## src/rtl/cnt_sweep_ctrl.sv

```systemverilog
// Sweep sequencer for a WIDTH-bit up/down count register: runs lo->hi->lo
// for a latched number of round trips, with abort, reject and status pulses.
module cnt_sweep_ctrl #(
  parameter int unsigned WIDTH = 4,
  parameter int unsigned SW_W  = 4
) (
  input  logic             i_clk,
  input  logic             i_rst,
  input  logic             i_start,
  input  logic             i_abort,
  input  logic [WIDTH-1:0] i_lo,
  input  logic [WIDTH-1:0] i_hi,
  input  logic [SW_W-1:0]  i_sweeps,
  output logic [WIDTH-1:0] o_cnt,
  output logic             o_mode,
  output logic             o_busy,
  output logic             o_done,
  output logic             o_err,
  output logic [SW_W-1:0]  o_sweep_cnt
);

  typedef enum logic [1:0] {
    IDLE = 2'd0,
    UP   = 2'd1,
    DOWN = 2'd2
  } state_t;

  localparam logic [WIDTH-1:0] CNT_ONE = WIDTH'(1);
  localparam logic [SW_W-1:0]  SW_ONE  = SW_W'(1);

  state_t           state_q, state_d;
  logic [WIDTH-1:0] lo_q, lo_d;
  logic [WIDTH-1:0] hi_q, hi_d;
  logic [SW_W-1:0]  sweeps_q, sweeps_d;
  logic [WIDTH-1:0] cnt_q, cnt_d;
  logic [SW_W-1:0]  swc_q, swc_d;
  logic             mode_q, mode_d;
  logic             busy_q, busy_d;
  logic             done_q, done_d;
  logic             err_q, err_d;
  logic [SW_W-1:0]  swc_inc;

  assign swc_inc = swc_q + SW_ONE;

  always_ff @(posedge i_clk or posedge i_rst) begin
    if (i_rst) begin
      state_q  <= IDLE;
      lo_q     <= '0;
      hi_q     <= '0;
      sweeps_q <= '0;
      cnt_q    <= '0;
      swc_q    <= '0;
      mode_q   <= 1'b0;
      busy_q   <= 1'b0;
      done_q   <= 1'b0;
      err_q    <= 1'b0;
    end else begin
      state_q  <= state_d;
      lo_q     <= lo_d;
      hi_q     <= hi_d;
      sweeps_q <= sweeps_d;
      cnt_q    <= cnt_d;
      swc_q    <= swc_d;
      mode_q   <= mode_d;
      busy_q   <= busy_d;
      done_q   <= done_d;
      err_q    <= err_d;
    end
  end

  always_comb begin
    state_d  = state_q;
    lo_d     = lo_q;
    hi_d     = hi_q;
    sweeps_d = sweeps_q;
    cnt_d    = cnt_q;
    swc_d    = swc_q;
    mode_d   = mode_q;
    busy_d   = busy_q;
    done_d   = 1'b0;
    err_d    = 1'b0;

    unique case (state_q)
      IDLE: begin
        if (i_start && !i_abort) begin
          if ((i_lo < i_hi) && (i_sweeps != '0)) begin
            lo_d     = i_lo;
            hi_d     = i_hi;
            sweeps_d = i_sweeps;
            cnt_d    = i_lo;
            swc_d    = '0;
            mode_d   = 1'b0;
            busy_d   = 1'b1;
            state_d  = UP;
          end else begin
            err_d = 1'b1;
          end
        end
      end

      UP: begin
        if (i_abort) begin
          mode_d  = 1'b0;
          busy_d  = 1'b0;
          state_d = IDLE;
        end else if (cnt_q == hi_q) begin
          // turn without dwell: hi is shown for exactly one cycle
          cnt_d   = hi_q - CNT_ONE;
          mode_d  = 1'b1;
          state_d = DOWN;
        end else begin
          cnt_d = cnt_q + CNT_ONE;
        end
      end

      DOWN: begin
        if (i_abort) begin
          mode_d  = 1'b0;
          busy_d  = 1'b0;
          state_d = IDLE;
        end else if (cnt_q != lo_q) begin
          cnt_d = cnt_q - CNT_ONE;
        end else begin
          swc_d = swc_inc;
          if (swc_inc == sweeps_q) begin
            mode_d  = 1'b0;
            busy_d  = 1'b0;
            done_d  = 1'b1;
            state_d = IDLE;
          end else begin
            cnt_d   = lo_q + CNT_ONE;
            mode_d  = 1'b0;
            state_d = UP;
          end
        end
      end

      default: begin
        state_d = IDLE;
      end
    endcase
  end

  assign o_cnt       = cnt_q;
  assign o_mode      = mode_q;
  assign o_busy      = busy_q;
  assign o_done      = done_q;
  assign o_err       = err_q;
  assign o_sweep_cnt = swc_q;

endmodule
```

## config.mk

```make
export PLATFORM = sky130hd
export DESIGN_NAME = cnt_sweep_ctrl
export DESIGN_NICKNAME = d
export VERILOG_FILES = /design/src/rtl/cnt_sweep_ctrl.sv
export SDC_FILE = /design/constraint.sdc
export NUM_CORES = 1
export LEC_CHECK = 0
export CORE_MARGIN = 3
export CORE_UTILIZATION = 30
export CTS_BUF_LIST = sky130_fd_sc_hd__clkbuf_8
export DETAILED_ROUTE_END_ITERATION = 6
export PLACE_DENSITY = 0.57
export SLEW_MARGIN = 20
export SYNTH_ARGS = -nofsm -noshare
export SYNTH_HDL_FRONTEND = slang
export SYNTH_SLANG_ARGS = --single-unit
```

## constraint.sdc

```tcl
create_clock -name i_clk -period 1.7 [get_ports i_clk]
set_input_delay 0.34 -clock i_clk [delete_from_list [all_inputs] [get_ports i_clk]]
set_output_delay 0.34 -clock i_clk [all_outputs]
set_load 0.01 [all_outputs]
```

==> impl_metrics.ini <==
[run_status]
status = finished, violations left
violations = setup timing

[critical_path]
required_ps = 1870
timing.rr.start = o_cnt[2]$_DFFE_PP0P_
crit_type = reg2reg
critPathMaxFanout = 10
arrival_ps = 2020
cp-start-kind = flop
r2r_cells = 7
cp-startpoint = o_cnt[2]$_DFFE_PP0P_
endpoint_kind = flop

[finish]
mostFrequentLayoutCell = buf_4
drive_gt1_share_pct = 44.6
syn_to_final_growth_pct = 52.1
num-nets-final = 287
fin_area_mm2 = 0.00277
diodes = 0
layoutNonFillerInstCount = 330
mostFrequentLayoutCells = buf_4, dfrtp_1, inv_1
fillers = 543

[drt]
post-route-drc-count = 0
vias = 1536
wl_per_cell_um = 13.6
vias_per_cell = 4.65
drt_iter0_drc = 58
final_antenna_net_count = 0
routed_wl_mm = 4.50
drt-pass1-iter-count = 4

[power]
seq_power_share_pct = 23.7
p_clk_share_pct = 9.2
p_int_mw = 2.74
swShare_pct = 39.9
comb_power_share_pct = 67.1
powerDensity_mw_per_mm2 = 1650
peakVddDrop_uv = 713
p_switching_mw = 1.82
leakagePower_nw = 1.33

[floorplanning]
die_w_um = 83.9
die_h_um = 83.9
start_util_pct = 32.1
coreArea_mm2 = 0.00568
rows = 27
die-area_mm2 = 0.00703
pin_count = 28

[synth]
synth_ff_type = dfrtp_1
synth_fp_nets = 206
syn_area_per_cell_um2 = 10.2
yosys_warnings = 0
synth_edf_count = 0
synth.distinct_cells = 45
ys_seq_elements = 26
postSynthCellCount = 178
ys_seq_area_share_pct = 35.8
synthArstFlopShare_pct = 100
syn_area_mm2 = 0.00182

[sta]
grt_setup_unrepaired = true
finalHoldViolCount = 0
min_period_over_period_pct = 109
min_period_ps = 1850
relSlewSlack_pct = 77.1
finalWorstSetupSlack_ps = -152
skew_ps = 3.16
worstMarginPinSlew_ps = 343
fmax_ghz = 0.540
slew_violations = 0
finalSetupTns_ps = -1240
setup_viol = 12

[clocking]
holdBufCountCts = 0
clock_sinks = 26
clk_latency_ps = 280
path_clk_slew_ps = 100
cts_tree = yes
cts_buffer_depth = 2
cts-root-buf = clkbuf_8
htreeDepth = 1
cts_buffers = 3

[grt]
grt_pass1_wl_mm = 7.76
first_global_vias = 1557
track_usage_pct = 13.8
overflow = 0
antenna_found_initial = 0
grt_max_degree = 27

[job]
drv_cap = 0

[min_path]
hold_depth = 3
hold_path_class = in2reg
hp-start = i_hi[1]

[placed_design]
dp_hpwl_mm = 3.40
dp.cells = 318
gp_congestion = 0.868
place_area_mm2 = 0.00252
io_buffers = 27
==> metrics by stage <==
step / power [mW] / setup WS (ps) / utilization [%] / hold slack [ps]
2_1_floorplan: 2.93 / -196 / - / 380
3_3_place_gp: 3.91 / -726 / 44.4 / 475
3_5_place_dp: 3.94 / -774 / 44.4 / 474
4_1_cts: 4.58 / -151 / 48.8 / 295
5_1_grt: 4.94 / -286 / 48.7 / 295
6_report: 4.56 / -152 / 48.7 / 300
==> cell usage after synthesis, types with 2 or more instances <==
| master | count | area (um^2) |
|---|---|---|
| a21o_1 | 2 | 15.0 |
| a21oi_1 | 7 | 35.0 |
| buf_6 | 3 | 33.8 |
| dfrtp_1 | 26 | 651 |
| ha_1 | 12 | 150 |
| inv_1 | 16 | 60.1 |
| mux2_2 | 11 | 124 |
| mux2_4 | 3 | 45.0 |
| mux2i_1 | 6 | 60.1 |
| nand2_1 | 9 | 33.8 |
| nand2b_1 | 3 | 18.8 |
| nand3_1 | 8 | 40.0 |
| nor2_1 | 9 | 33.8 |
| nor2b_1 | 2 | 12.5 |
| nor3_1 | 2 | 10.0 |
| o21a_1 | 2 | 15.0 |
| o21ai_0 | 4 | 20.0 |
| o21ai_1 | 4 | 20.0 |
| o221ai_1 | 3 | 26.3 |
| xnor2_1 | 10 | 87.6 |
| xor2_1 | 12 | 105 |
==> cells by family (layout without fill, tap and decap cells) <==
family / count (synthesis) / count (layout) / share of synthesized area [%]
AO/OA/AOI/OAI: 31 / 31 / 12.2
buffers and inverters: 23 / 103 / 6.26
AND/OR/NAND/NOR: 43 / 43 / 13.7
XOR/XNOR: 22 / 22 / 10.6
multiplexers: 21 / 21 / 13.2
flip-flops: 26 / 26 / 35.8
adder cells (fa/ha/maj): 12 / 12 / 8.25
==> flip-flops by register name, summed over array words and instances (netlist names) <==
signal / flops
o_cnt: 4
o_done: 1
o_busy: 1
lo_q: 4
sweeps_q: 4
o_sweep_cnt: 4
hi_q: 4
state_q: 2
o_mode: 1
o_err: 1
==> worst max-delay path, cell delays in order, from the launching register on <==
cell and delay (ps):
dfrtp_1 460, xor2_1 180, nor4_2 280, buf_4 210, o22ai_1 110, nand2b_1 110, nand2_1 100, mux2_4 300
==> routing by layer <==
layer | vias to the layer above | wire length, um | GRT usage, %
li1 | 779 | - | -
met1 | 725 | 2230 | 19.7
met2 | 27 | 2070 | 21.3
met3 | 5 | 122 | 1.58
met4 | 0 | 77 | 5.26
met5 | - | 0 | 0
==> area by class of cell <==
type                    instances  area (um^2)  area share [%]
repair buffers                 83          688            24.9
inverters                      16         62.6            2.26
well taps                      72         90.1            3.26
flip-flops and latches         26          653            23.6
clock buffers                   4         55.1            1.99
multi-input cells             129         1220            44.0
==> worst paths after layout <==
path | slack [ps] | endpoint
worst max-delay path | -150 | state_q[0]$_DFFE_PP0P_
worst min-delay path | 300 | hi_q[1]$_DFFE_PP0P_
worst max register to register | -150 | state_q[0]$_DFFE_PP0P_
worst min register to register | 500 | o_mode$_DFFE_PP0P_
max in group asynchronous | 1020 | o_cnt[3]$_DFFE_PP0P_
min in group asynchronous | 410 | lo_q[2]$_DFFE_PP0P_
==> power groups by stage <==
stage          clock, mW  sequential (mW)  combinational, mW
3_5_place_dp           0             1.09               2.84
3_3_place_gp           0             1.09               2.82
2_1_floorplan          0             1.12               1.82
5_1_grt            0.467             1.11               3.36
4_1_cts            0.434             1.08               3.07
6_report           0.420             1.08               3.06
==> what timing repair did <==
item / 4_1_cts / 5_1_grt
cloned: 1 / 0
gates resized for setup: 65 / 6
setup buffers: 7 / 1
endpoints found under the setup margin: 29 / 19
pin swaps: 15 / 5
Note: power is estimated with default switching activity, not from simulation.
